`src/rtl/mem_port_if.sv`:
```
// Request/response and clear-control bundle between the CPU side and mem_port_ctrl.
`timescale 1ns/1ps
interface mem_port_if #(
  parameter int ADDR_W = 12,
  parameter int DATA_W = 16
);
  logic              req_valid;
  logic              req_ready;
  logic              req_we;
  logic [ADDR_W-1:0] req_addr;
  logic [DATA_W-1:0] req_wdata;
  logic              rsp_valid;
  logic [DATA_W-1:0] rsp_rdata;
  logic              clr_start;
  logic              clr_busy;

  modport master (
    output req_valid, req_we, req_addr, req_wdata, clr_start,
    input  req_ready, rsp_valid, rsp_rdata, clr_busy
  );

  modport slave (
    input  req_valid, req_we, req_addr, req_wdata, clr_start,
    output req_ready, rsp_valid, rsp_rdata, clr_busy
  );
endinterface

```
`src/rtl/mem_port_ctrl.sv`:
```
// Front-end for the data RAM: posted-write FIFO, one-cycle reads, and a zero-fill sweep
// that runs after reset or on request.
`timescale 1ns/1ps
module mem_port_ctrl #(
  parameter int ADDR_W     = 12,
  parameter int DATA_W     = 16,
  parameter int DEPTH      = 4096,
  parameter int WBUF_DEPTH = 4
) (
  input  logic              clk,
  input  logic              rst_n,
  mem_port_if.slave         bus,
  output logic [ADDR_W-1:0] ram_addr,
  output logic [DATA_W-1:0] ram_in,
  output logic              ram_load,
  input  logic [DATA_W-1:0] ram_out
);
  localparam int PTR_W = $clog2(WBUF_DEPTH);
  localparam int CNT_W = PTR_W + 1;

  typedef enum logic [1:0] {ST_CLEAR, ST_RUN, ST_DRAIN} state_t;

  state_t            state_reg, state_next;
  logic [ADDR_W-1:0] cnt_reg, cnt_next;
  logic [PTR_W-1:0]  wr_ptr_reg, rd_ptr_reg;
  logic [CNT_W-1:0]  count_reg;
  logic [ADDR_W-1:0] wbuf_addr [WBUF_DEPTH];
  logic [DATA_W-1:0] wbuf_data [WBUF_DEPTH];
  logic              rsp_valid_reg;
  logic [DATA_W-1:0] rsp_rdata_reg;
  logic [ADDR_W-1:0] last_addr_reg;

  logic empty, full, push, pop, rd_acc;

  assign empty = (count_reg == '0);
  assign full  = (count_reg == CNT_W'(WBUF_DEPTH));

  // Reads wait for an empty buffer so a read never overtakes a posted write.
  assign bus.req_ready = rst_n && (state_reg == ST_RUN) && !bus.clr_start &&
                         (bus.req_we ? !full : empty);
  assign push   = bus.req_valid && bus.req_ready && bus.req_we;
  assign rd_acc = bus.req_valid && bus.req_ready && !bus.req_we;
  assign pop    = rst_n && (state_reg != ST_CLEAR) && !empty;

  assign bus.rsp_valid = rsp_valid_reg;
  assign bus.rsp_rdata = rsp_rdata_reg;
  assign bus.clr_busy  = !rst_n || (state_reg != ST_RUN);

  always_comb begin
    ram_addr = last_addr_reg;
    ram_in   = '0;
    ram_load = 1'b0;
    if (!rst_n) begin
      ram_addr = '0;
    end else if (state_reg == ST_CLEAR) begin
      ram_addr = cnt_reg;
      ram_load = 1'b1;
    end else if (!empty) begin
      ram_addr = wbuf_addr[rd_ptr_reg];
      ram_in   = wbuf_data[rd_ptr_reg];
      ram_load = 1'b1;
    end else if (rd_acc) begin
      ram_addr = bus.req_addr;
    end
  end

  always_comb begin
    state_next = state_reg;
    cnt_next   = cnt_reg;
    case (state_reg)
      ST_CLEAR: begin
        cnt_next = cnt_reg + ADDR_W'(1);
        if (cnt_reg == ADDR_W'(DEPTH - 1)) state_next = ST_RUN;
      end
      ST_RUN: begin
        if (bus.clr_start) begin
          if (empty) begin
            state_next = ST_CLEAR;
            cnt_next   = '0;
          end else begin
            state_next = ST_DRAIN;
          end
        end
      end
      ST_DRAIN: begin
        // Empty check also covers a drain entered while its last entry was leaving.
        if (empty || (pop && count_reg == CNT_W'(1))) begin
          state_next = ST_CLEAR;
          cnt_next   = '0;
        end
      end
      default: state_next = ST_CLEAR;
    endcase
  end

  always_ff @(posedge clk) begin
    if (!rst_n) begin
      state_reg     <= ST_CLEAR;
      cnt_reg       <= '0;
      wr_ptr_reg    <= '0;
      rd_ptr_reg    <= '0;
      count_reg     <= '0;
      rsp_valid_reg <= 1'b0;
      rsp_rdata_reg <= '0;
      last_addr_reg <= '0;
    end else begin
      state_reg     <= state_next;
      cnt_reg       <= cnt_next;
      last_addr_reg <= ram_addr;
      rsp_valid_reg <= rd_acc;
      if (rd_acc) rsp_rdata_reg <= ram_out;
      if (push) wr_ptr_reg <= wr_ptr_reg + PTR_W'(1);
      if (pop)  rd_ptr_reg <= rd_ptr_reg + PTR_W'(1);
      if (push && !pop)      count_reg <= count_reg + CNT_W'(1);
      else if (pop && !push) count_reg <= count_reg - CNT_W'(1);
    end
  end

  always_ff @(posedge clk) begin
    if (push) begin
      wbuf_addr[wr_ptr_reg] <= bus.req_addr;
      wbuf_data[wr_ptr_reg] <= bus.req_wdata;
    end
  end
endmodule
```
`src/flat_wrapper.sv`:
```
// flat-port wrapper written by rule: the top's interface ports become plain ports
module mem_port_ctrl_flat 
#(
  parameter int ADDR_W     = 12,
  parameter int DATA_W     = 16,
  parameter int DEPTH      = 4096,
  parameter int WBUF_DEPTH = 4
)
  (clk, rst_n, ram_addr, ram_in, ram_load, ram_out, bus_req_valid, bus_req_we, bus_req_addr, bus_req_wdata, bus_clr_start, bus_req_ready, bus_rsp_valid, bus_rsp_rdata, bus_clr_busy);
  mem_port_if #(.ADDR_W(ADDR_W), .DATA_W(DATA_W)) bus_i ();
  input  logic clk;
  input  logic rst_n;
  output logic [ADDR_W-1:0] ram_addr;
  output logic [DATA_W-1:0] ram_in;
  output logic ram_load;
  input  logic [DATA_W-1:0] ram_out;
  input wire logic [$bits(bus_i.req_valid)-1:0] bus_req_valid;
  input wire logic [$bits(bus_i.req_we)-1:0] bus_req_we;
  input wire logic [$bits(bus_i.req_addr)-1:0] bus_req_addr;
  input wire logic [$bits(bus_i.req_wdata)-1:0] bus_req_wdata;
  input wire logic [$bits(bus_i.clr_start)-1:0] bus_clr_start;
  output wire logic [$bits(bus_i.req_ready)-1:0] bus_req_ready;
  output wire logic [$bits(bus_i.rsp_valid)-1:0] bus_rsp_valid;
  output wire logic [$bits(bus_i.rsp_rdata)-1:0] bus_rsp_rdata;
  output wire logic [$bits(bus_i.clr_busy)-1:0] bus_clr_busy;
  assign bus_i.req_valid = bus_req_valid;
  assign bus_i.req_we = bus_req_we;
  assign bus_i.req_addr = bus_req_addr;
  assign bus_i.req_wdata = bus_req_wdata;
  assign bus_i.clr_start = bus_clr_start;
  assign bus_req_ready = bus_i.req_ready;
  assign bus_rsp_valid = bus_i.rsp_valid;
  assign bus_rsp_rdata = bus_i.rsp_rdata;
  assign bus_clr_busy = bus_i.clr_busy;
  mem_port_ctrl #(.ADDR_W(ADDR_W), .DATA_W(DATA_W), .DEPTH(DEPTH), .WBUF_DEPTH(WBUF_DEPTH)) u_core (.clk(clk), .rst_n(rst_n), .bus(bus_i), .ram_addr(ram_addr), .ram_in(ram_in), .ram_load(ram_load), .ram_out(ram_out));
endmodule
```
`config.mk`:
```
export PLATFORM = sky130hd
export DESIGN_NAME = mem_port_ctrl_flat
export DESIGN_NICKNAME = d
export VERILOG_FILES = /design/src/rtl/mem_port_if.sv /design/src/rtl/mem_port_ctrl.sv /design/src/flat_wrapper.sv
export SDC_FILE = /design/constraint.sdc
export NUM_CORES = 1
export LEC_CHECK = 0
export CAP_MARGIN = 20
export CELL_PAD_IN_SITES_DETAIL_PLACEMENT = 1
export CELL_PAD_IN_SITES_GLOBAL_PLACEMENT = 1
export CORE_MARGIN = 2
export CORE_UTILIZATION = 25
export DETAILED_ROUTE_END_ITERATION = 16
export PLACE_DENSITY = 0.5
export SETUP_SLACK_MARGIN = 0.5
export SLEW_MARGIN = 20
export SYNTH_ARGS = -nofsm -noshare
export SYNTH_HDL_FRONTEND = slang
export SYNTH_SLANG_ARGS = --single-unit
```
`constraint.sdc`:
```
create_clock -name clk -period 3.34 [get_ports clk]
set_input_delay 0.334 -clock clk [delete_from_list [all_inputs] [get_ports clk]]
set_output_delay 0.334 -clock clk [all_outputs]
set_load 0.02 [all_outputs]
```
# Word-level counts from Yosys, hierarchy flattened

Memories as Yosys holds them, arrays and structs flattened. A register that Yosys moved wholly into a read port is not among the register bits.
Cells that the tools add are included.

Add/subtract/negate cells: 5
$mul: 0
Div/mod/pow operators: 0
Order comparisons: 0
Equality and inequality tests: 10
Shift operators: 0
Mux-type cells: 28
Bitwise gates (word level): 0
Reduce and logical (&&, ||, !) cells: 27

Operators by type and width:

| operator                                                               | count |
|---|---|
| 12-bit 2-to-1 mux                                                      | 7 |
| 16-bit 2-to-1 mux                                                      | 3 |
| 12-bit case mux with 3 select lines                                    | 1 |
| 2-bit 2-to-1 mux                                                       | 8 |
| 12-bit by 1-bit adder with 12-bit output (second input constant)       | 1 |
| 12-bit equality test (second input constant)                           | 1 |
| 1-bit logical AND                                                      | 11 |
| 1-bit logical NOT                                                      | 7 |
| 1-bit 2-to-1 mux                                                       | 6 |
| 3-bit 2-to-1 mux                                                       | 2 |
| 2-bit by 1-bit != test with 1-bit output (second input constant)       | 3 |
| 2-bit case mux with 3 select lines                                     | 1 |
| 2-bit by 1-bit adder with 2-bit output (second input constant)         | 2 |
| 2-bit != test (second input constant)                                  | 2 |
| 4-bit AND reduction                                                    | 1 |
| 2-bit nonzero test                                                     | 2 |
| 3-bit by 1-bit adder with 3-bit output (second input constant)         | 1 |
| 3-bit by 1-bit equality test with 1-bit output (second input constant) | 1 |
| 3-bit equality test (second input constant)                            | 1 |
| 3-bit logical NOT                                                      | 1 |
| 3-bit AND reduction                                                    | 1 |
| 3-bit nonzero test                                                     | 1 |
| 3-bit by 1-bit subtractor with 3-bit output (second input constant)    | 1 |
| 2-bit by 1-bit equality test with 1-bit output (second input constant) | 1 |
| other kinds (3)                                                        | 4 |

Bits in registers: 50
Latch bits: 0
Bits in writable memories: 112
Memory bits (read-only): 0
Bits of input ports: 49
Output and inout bits: 48
Word-level logic and storage cells: 80
Memories: 2

Memories:

| memory           | words | width | rd ports | clocked after Yosys merged registers in | wr ports | line                | source |
|---|---|---|---|---|---|---|---|
| u_core.wbuf_data | 4     | 16    | 1        | 1                                       | 1        | mem_port_ctrl.sv:28 | `logic [DATA_W-1:0] wbuf_data [WBUF_DEPTH];` |
| u_core.wbuf_addr | 4     | 12    | 1        | 1                                       | 1        | mem_port_ctrl.sv:27 | `logic [ADDR_W-1:0] wbuf_addr [WBUF_DEPTH];` |

# Longest topological paths before layout

Gate-level depths: netlist of run 1.

Word-level depth: 10
Depth in mapped cells: 10
Gate-level depth less buffers: 9

# Worst setup path after synthesis of run 1

OpenSTA, ideal clock, no wires.

Path type: register to register
Start: reg u_core.state_reg[1]
End: mem u_core.wbuf_addr[0][0] (enable)
Setup time: 0.387 ns
Arrival: 2.037 ns
Data required time: 2.953 ns
Slack: 0.915 ns
Stages on the path, launching flop included: 6
Buffers on the path: 0
Period minus slack after synthesis: 2.425 ns
Cells stage by stage: dfxtp_1 -> inv_1 -> ha_1 -> nand2_1 -> a2111oi_4 -> and2_1

Word-level cells in the longest chain between the ends: 8

RTL lines:

| what                                           | line                 | source |
|---|---|---|
| from (decl)                                    | mem_port_ctrl.sv:23  | `state_t state_reg, state_next;` |
| from (signal assigned)                         | mem_port_ctrl.sv:107 | `state_reg <= state_next;` |
| 2-bit by 1-bit equality test with 1-bit output | mem_port_ctrl.sv:39  | `assign bus.req_ready = rst_n && (state_reg == ST_RUN) && !bus.clr_start &&` |
| 1-bit logical AND (3 in a row)                 | mem_port_ctrl.sv:39  |  |
| 1-bit logical AND (2 in a row)                 | mem_port_ctrl.sv:41  | `assign push = bus.req_valid && bus.req_ready && bus.req_we;` |
| via u_core.push                                | mem_port_ctrl.sv:33  | `logic empty, full, push, pop, rd_acc;` |
| 1-bit 2-to-1 mux                               | mem_port_ctrl.sv:120 | `if (push) begin` |
| 1-bit 2-to-1 mux (not written as such)         | mem_port_ctrl.sv:121 | `wbuf_addr[wr_ptr_reg] <= bus.req_addr;` |
| to (decl)                                      | mem_port_ctrl.sv:27  |  |

The timed path passes the listed nets, and every way through them passes these cells.

# Worst setup path in the final report of run 1

Start: reg u_core.state_reg[0]
End: out ram_in[13]

Word-level cells in the longest chain between the ends: 3

RTL lines:

| what              | line                | source |
|---|---|---|
| 2-bit logical NOT | mem_port_ctrl.sv:55 | `end else if (state_reg == ST_CLEAR) begin` |
| 16-bit 2-to-1 mux | mem_port_ctrl.sv:55 |  |
| 16-bit 2-to-1 mux | mem_port_ctrl.sv:53 | `if (!rst_n) begin` |
| to (decl)         | flat_wrapper.sv:14  | `output logic [DATA_W-1:0] ram_in;` |

No other way between the ends.

==> run_results.csv, run 1 <==
group,metric,value,unit
clock_network,cts_hold_buf,0,
min_path,hold_depth,2,
drt,via_per_inst,4.76,
die,die_height,170,um
drt,first_pass_iters,4,
yosys,synthArstFlopShare,0,%
critical_path,rrSetupSlack,0.68,ns
die,placementRows,60,
clock_network,cts_tree,"done",
drt,drtAntennaViolNets,0,
global_route,grt_max_degree,33,
power,p_per_area,477,mW/mm2
timing,drv_slew,0,
critical_path,rr_endpoint,"u_core.cnt_reg[11]",
drt,route.detailed.drc,0,
yosys,synth_area,0.00687,mm2
die,fp.dieArea,0.0288,mm2
cells_and_area,syn_to_final_growth,32.3,%
yosys,ys_warn_count,0,
min_path,hold_class,"flip-flop to flip-flop",
global_route,grt_usage,13.5,%
critical_path,cp-end-kind,"output port",
die,die_w,170,um
yosys,netlist.area_leader.share,49.0,%
timing,period_needed,2.75,ns
die,initial_core_util,25.5,%
placed_design,dp_hpwl,12700,um
yosys,yosysUniqueCellTypes,47,
timing,fin_setup_tns,0,ns
timing,tightest_slew,0.580,ns
placed_design,gp_routability_congestion,0.745,
power,irDropWorstVdd,321,uV
power,fin_total_pwr,0.00434,W
timing,worst_hold_slack,0.495,ns
yosys,synth_fp_nets,552,
clock_network,cts-root-buf,"clkbuf_16",
critical_path,r2r_cells,6,
run,cap_violations,0,
yosys,synth_area_leaders,"edfxtp_1 49%, dfxtp_1 15%, mux4_2 9.2%",
cells_and_area,fin_util,33.7,%
global_route,grt_overflow,0,
placed_design,placed_cells,918,
timing,final-hold-violation-count,0,
timing,fmax,363,MHz
critical_path,path_class,"flip-flop to output port",
outcome,status,"complete, no violations",
yosys,synthTopCellsByCount,"112 x edfxtp_1, 52 x dfxtp_1, 37 x o21ai_0, 31 x and3_1",
critical_path,crit_slowest_cell,"clkdlybuf4s50_1",
die,core_area,0.0270,mm2
timing,rsz0062_at_grt,"yes",
yosys,synthFlopType,"edfxtp_1",
clock_network,clock-sinks,164,
clock_network,clk_pin_slew,0.07,ns
clock_network,htreeDepth,4,
global_route,antenna_found_initial,1,
timing,skew,0.0107,ns
clock_network,cts_made_buffers,17,
critical_path,cpPeakStageDelay,0.63,ns
yosys,synth-seq-area-share,64.1,%
yosys,ys_seq_elements,164,
yosys,synthCells,489,
critical_path,timing.rr.start,"u_core.count_reg[0]",
min_path,min_to,"u_core.bus.rsp_rdata[11]",
drt,route.detailed.wl_per_inst,19.8,um
global_route,grt_pass1_wl,29000,um
critical_path,cp.arrival,2.42,ns
global_route,grt_pass1_vias,4911,
clock_network,cts_buffer_depth,2,
critical_path,cp-start-kind,"flip-flop",
timing,relSlewSlack,61.4,%
timing,finalSetupViolCount,0,
drt,drt_iter0_markers,286,
cells_and_area,layout.cells.non_filler,955,
die,ioPinCount,97,
critical_path,crit_chain,"inv_1 -> ha_1 -> nor2b_4 -> buf_4 -> and3_1 -> clkdlybuf4s50_1",
timing,fin_crit_sh,82.4,%
drt,num_vias,4547,
yosys,synth_most_common_cell,"edfxtp_1",
drt,routed_wl,18900,um
yosys,synth_enable_flop_cells,112,
yosys,syn_avg_cell_area,14.0,um2
clock_network,clk-insertion-delay-late,0.43,ns
cells_and_area,largest_reg_flops,64,
placed_design,port_buffers,96,
yosys,synth.largest_area_cell,"edfxtp_1",
power,p_leak,3.24,nW
critical_path,path_max_fanout,9,
cells_and_area,drive_above_1_share,19.9,%
min_path,worstHoldStart,"u_core.bus.rsp_rdata[11]",
cells_and_area,layout.nets,663,
critical_path,critical_path_required,3.01,ns
through the flow:
stage	cell area, um2	worst slack (ns)
2_1_floorplan	6870	0.915
3_3_place_gp	8350	0.221
3_5_place_dp	8350	0.206
4_1_cts	9050	0.492
5_1_grt	9090	0.454
6_report	9090	0.588
cell type report:
type / instances / area (um2)
clock inverters: 15 / 201
clock buffers: 17 / 425
multi-input cells: 281 / 2360
fillers: 2795 / 17900
well taps: 341 / 427
repair buffers: 124 / 1220
diodes: 1 / 2.50
inverters: 12 / 45.0
flip-flops and latches: 164 / 4410
repair_timing:
item / 4_1_cts / 5_1_grt
setup endpoints to repair: 28 / 14
hold endpoints to repair: 0 / 0
buffers inserted: 3 / 0
gates resized for setup: 51 / 17
gates cloned: 1 / 0
metal layers:
layer	wire length, um	global-route usage [%]
met5	0	0
met4	179	3.60
met3	539	3.01
met2	9780	23.5
met1	8440	16.9
power by group:
group	internal [W]	leakage, nW	switching [W]
Clock	0.00109	0.302	0.000945
Sequential	0.00217	1.43	0.00000653
Combinational	0.0000678	1.51	0.0000598
Total	0.00333	3.24	0.00101
cells by family after synthesis:
group	share of synthesized area [%]
AOI/OAI and AO/OA	8.23
adders and majority gates	2.55
muxes	11.9
DFF	64.1
xor gates and xnor gates	0.637
and+or+nand+nor	9.76
buffers and inverters	2.75
worst max-delay path: cells and delay by family (launching register included):
| family | cells | cell delay [ns] |
|---|---|---|
| buffers and inverters | 3 | 0.94 |
| and+or+nand+nor | 2 | 0.45 |
| DFF | 1 | 0.36 |
| adders and majority gates | 1 | 0.24 |
worst max-delay path by stage:
| stage | start | end | slack, ns | depth (start not counted) |
|---|---|---|---|---|
| 6_report | u_core.state_reg[0] | ram_in[13] | 0.59 | 6 |
| 4_1_cts | u_core.state_reg[1] | ram_addr[4] | 0.49 | 8 |
| 2_1_floorplan | u_core.state_reg[1] | u_core.wbuf_addr[0][0] | 0.92 | 5 |
| 3_3_place_gp | rst_n | ram_addr[2] | 0.22 | 6 |
| 3_5_place_dp | rst_n | ram_addr[10] | 0.21 | 6 |
| 5_1_grt | u_core.state_reg[1] | ram_addr[4] | 0.45 | 8 |
cells in the final DEF, fill, tap and decap left out, types with 17 or more instances in the layout:
master	netlist	routed
o21ai_0	37	35
mux2i_1	19	19
a21oi_1	18	18
nand3_1	20	20
clkbuf_16	0	17
edfxtp_1	112	112
buf_4	2	24
and3_1	31	31
mux4_2	28	28
clkdlybuf4s50_1	0	83
nor2_1	28	28
dfxtp_1	52	50
(Power assumes the default switching activity.)
==> run 2: changes to the inputs <==
- clock period: 3.34 -> 2.83 ns (I/O delays scaled with it)
==> run 2 against run 1 <==
Effect of this change:
- critical path depth increased by 2
- clock skew increased by 0.0060 ns
- clock power increased by 14%
- cell count increased by 3.5%
- hold slack got worse by 0.032 ns
- die area unchanged
- non-clock buffer count increased by 33
- sequential share of layout area decreased by 2.5 points
- critical path type unchanged
- critical endpoint is now ram_addr[9]
- largest cell class unchanged
- largest power group unchanged
==> run_results.csv, run 2 (synthesis gave the netlist of run 1 again) <==
group,metric,value,unit
power,power_frac_comb,3.1,%
critical_path,cp-end-kind,"output port",
global_route,grt_pass1_vias,5064,
drt,num_vias,4673,
cells_and_area,fin_area,0.00960,mm2
cells_and_area,syn_to_final_growth,39.8,%
drt,drt_iter0_markers,219,
placed_design,gp_routability_congestion,0.750,
timing,fin_crit_sh,82.0,%
critical_path,r2r_cells,9,
drt,drtAntennaViolNets,0,
critical_path,path_max_fanout,6,
clock_network,cts-root-buf,"clkbuf_16",
clock_network,cts_tree,"done",
critical_path,rr_endpoint,"u_core.wbuf_data[3][14]",
power,p_switching,0.00114,W
cells_and_area,final_common_cell,"edfxtp_1",
min_path,min_to,"u_core.bus.rsp_rdata[2]",
clock_network,clk_pin_slew,0.07,ns
timing,period_needed,2.32,ns
power,swShare,22.7,%
timing,finalSetupViolCount,0,
global_route,grt_overflow,0,
die,placementRows,60,
power,internal_power,0.00390,W
min_path,worstHoldStart,"ram_out[2]",
clock_network,htreeDepth,4,
timing,fin_setup_tns,0,ns
drt,route.detailed.wl_per_inst,20.3,um
critical_path,rrSetupSlack,0.65,ns
power,power_frac_clock,46.0,%
power,irDropWorstVdd,362,uV
critical_path,timing.rr.start,"u_core.state_reg[1]",
timing,worst_hold_slack,0.463,ns
drt,routed_wl,20100,um
global_route,grt_max_degree,33,
global_route,grt_usage,13.9,%
placed_design,port_buffers,96,
critical_path,critical_path_required,2.55,ns
critical_path,cp.arrival,2.04,ns
power,p_per_area,526,mW/mm2
cells_and_area,largest_reg_flops,64,
critical_path,path_class,"flip-flop to output port",
timing,final-hold-violation-count,0,
timing,drv_slew,0,
clock_network,cts_buffer_depth,2,
global_route,grtUsageMet1,17.5,%
drt,first_pass_iters,4,
global_route,grt_pass1_wl,29900,um
drt,via_per_inst,4.73,
cells_and_area,layout_common_cells,"112 x edfxtp_1, 66 x clkdlybuf4s50_1, 47 x buf_4, 47 x dfxtp_1",
clock_network,cts_made_buffers,17,
run,cap_violations,0,
global_route,antenna_found_initial,2,
die,initial_core_util,25.5,%
timing,rsz0062_at_grt,"yes",
placed_design,placed_cell_area,0.00850,mm2
placed_design,dp_hpwl,13000,um
power,pwr-share-seq,50.9,%
critical_path,cp-start-kind,"flip-flop",
power,p_leak,3.52,nW
die,fp.dieArea,0.0288,mm2
clock_network,clk-insertion-delay-late,0.43,ns
cells_and_area,layout.nets,696,
global_route,busiest_layer,"met2",
clock_network,cts_hold_buf,0,
timing,fmax,431,MHz
clock_network,clock-sinks,164,
timing,relSlewSlack,68.0,%
cells_and_area,drive_above_1_share,31.3,%
min_path,hold_class,"primary input to flip-flop",
drt,route.detailed.drc,0,
die,core_area,0.0270,mm2
die,ioPinCount,97,
die,die_w,170,um
outcome,status,"complete, no violations",
min_path,hold_depth,3,
timing,tightest_slew,0.480,ns
die,die_height,170,um
global_route,grtUsageMet3,2.89,%
global_route,gr-usage-met2,24.0,%
timing,skew,0.0167,ns
## run 2: timing repair
item                       CTS  global route
pin swaps                   20            19
setup buffers               12             9
setup endpoints to repair   33            95
resized for setup          188            56
gates cloned                 2             2
## run 2: metal layers
layer	up-vias	share of wire [%]
met5	-	0
met3	13	3.6
met2	96	53
met4	0	1.2
met1	2392	43
li1	2172	-
## run 2: worst max path at each step
| stage | from | to | slack (ns) | cells after the start |
|---|---|---|---|---|
| floorplan | u_core.state_reg[1] | ram_addr[10] | 0.68 | 7 |
| global placement | bus_req_we | ram_addr[1] | 0.09 | 7 |
| detailed placement | bus_req_we | ram_addr[6] | 0.08 | 7 |
| CTS | flip-flop | ram_in[9] | 0.47 | 4 |
| global route | u_core.state_reg[1] | ram_addr[6] | 0.42 | 8 |
| finish | u_core.state_reg[1] | ram_addr[9] | 0.51 | 8 |
## run 2: cell type report
class                      instances  area (um2)
multi-input combinational        281        2570
sequential                       164        4410
tap                              341         427
inverter                          12        45.0
fill                            2801       17400
clock inverter                    14         161
antenna                            1        2.50
timing repair buffer             157        1550
clock buffer                      18         429
## run 2: critical path, stage by stage, from the launching register on
cell and delay, ns:
dfxtp_2 0.33, inv_2 0.07, ha_4 0.13, and4bb_4 0.30
nand2_4 0.10, buf_16 0.18, a211oi_4 0.22, o21ai_1 0.11
buf_4 0.16
## run 2: power groups by stage
| stage | sequential (W) | combinational, W | clock (W) |
|---|---|---|---|
| 4_1_cts | 0.00257 | 0.000153 | 0.00238 |
| 3_5_place_dp | 0.00262 | 0.000152 | 0 |
| 2_1_floorplan | 0.00262 | 0.0000360 | 0 |
| 5_1_grt | 0.00257 | 0.000168 | 0.00249 |
| 6_report | 0.00257 | 0.000155 | 0.00232 |
| 3_3_place_gp | 0.00262 | 0.000147 | 0 |
## run 2: through the flow
step           std cells  util, %  total power, W  worst slack [ns]
5_1_grt              987     35.6         0.00522             0.418
3_5_place_dp         930     31.5         0.00277            0.0782
3_3_place_gp         930     31.5         0.00277            0.0934
2_1_floorplan        489        -         0.00266             0.676
4_1_cts              976     34.8         0.00510             0.466
6_report             988     35.6         0.00505             0.510
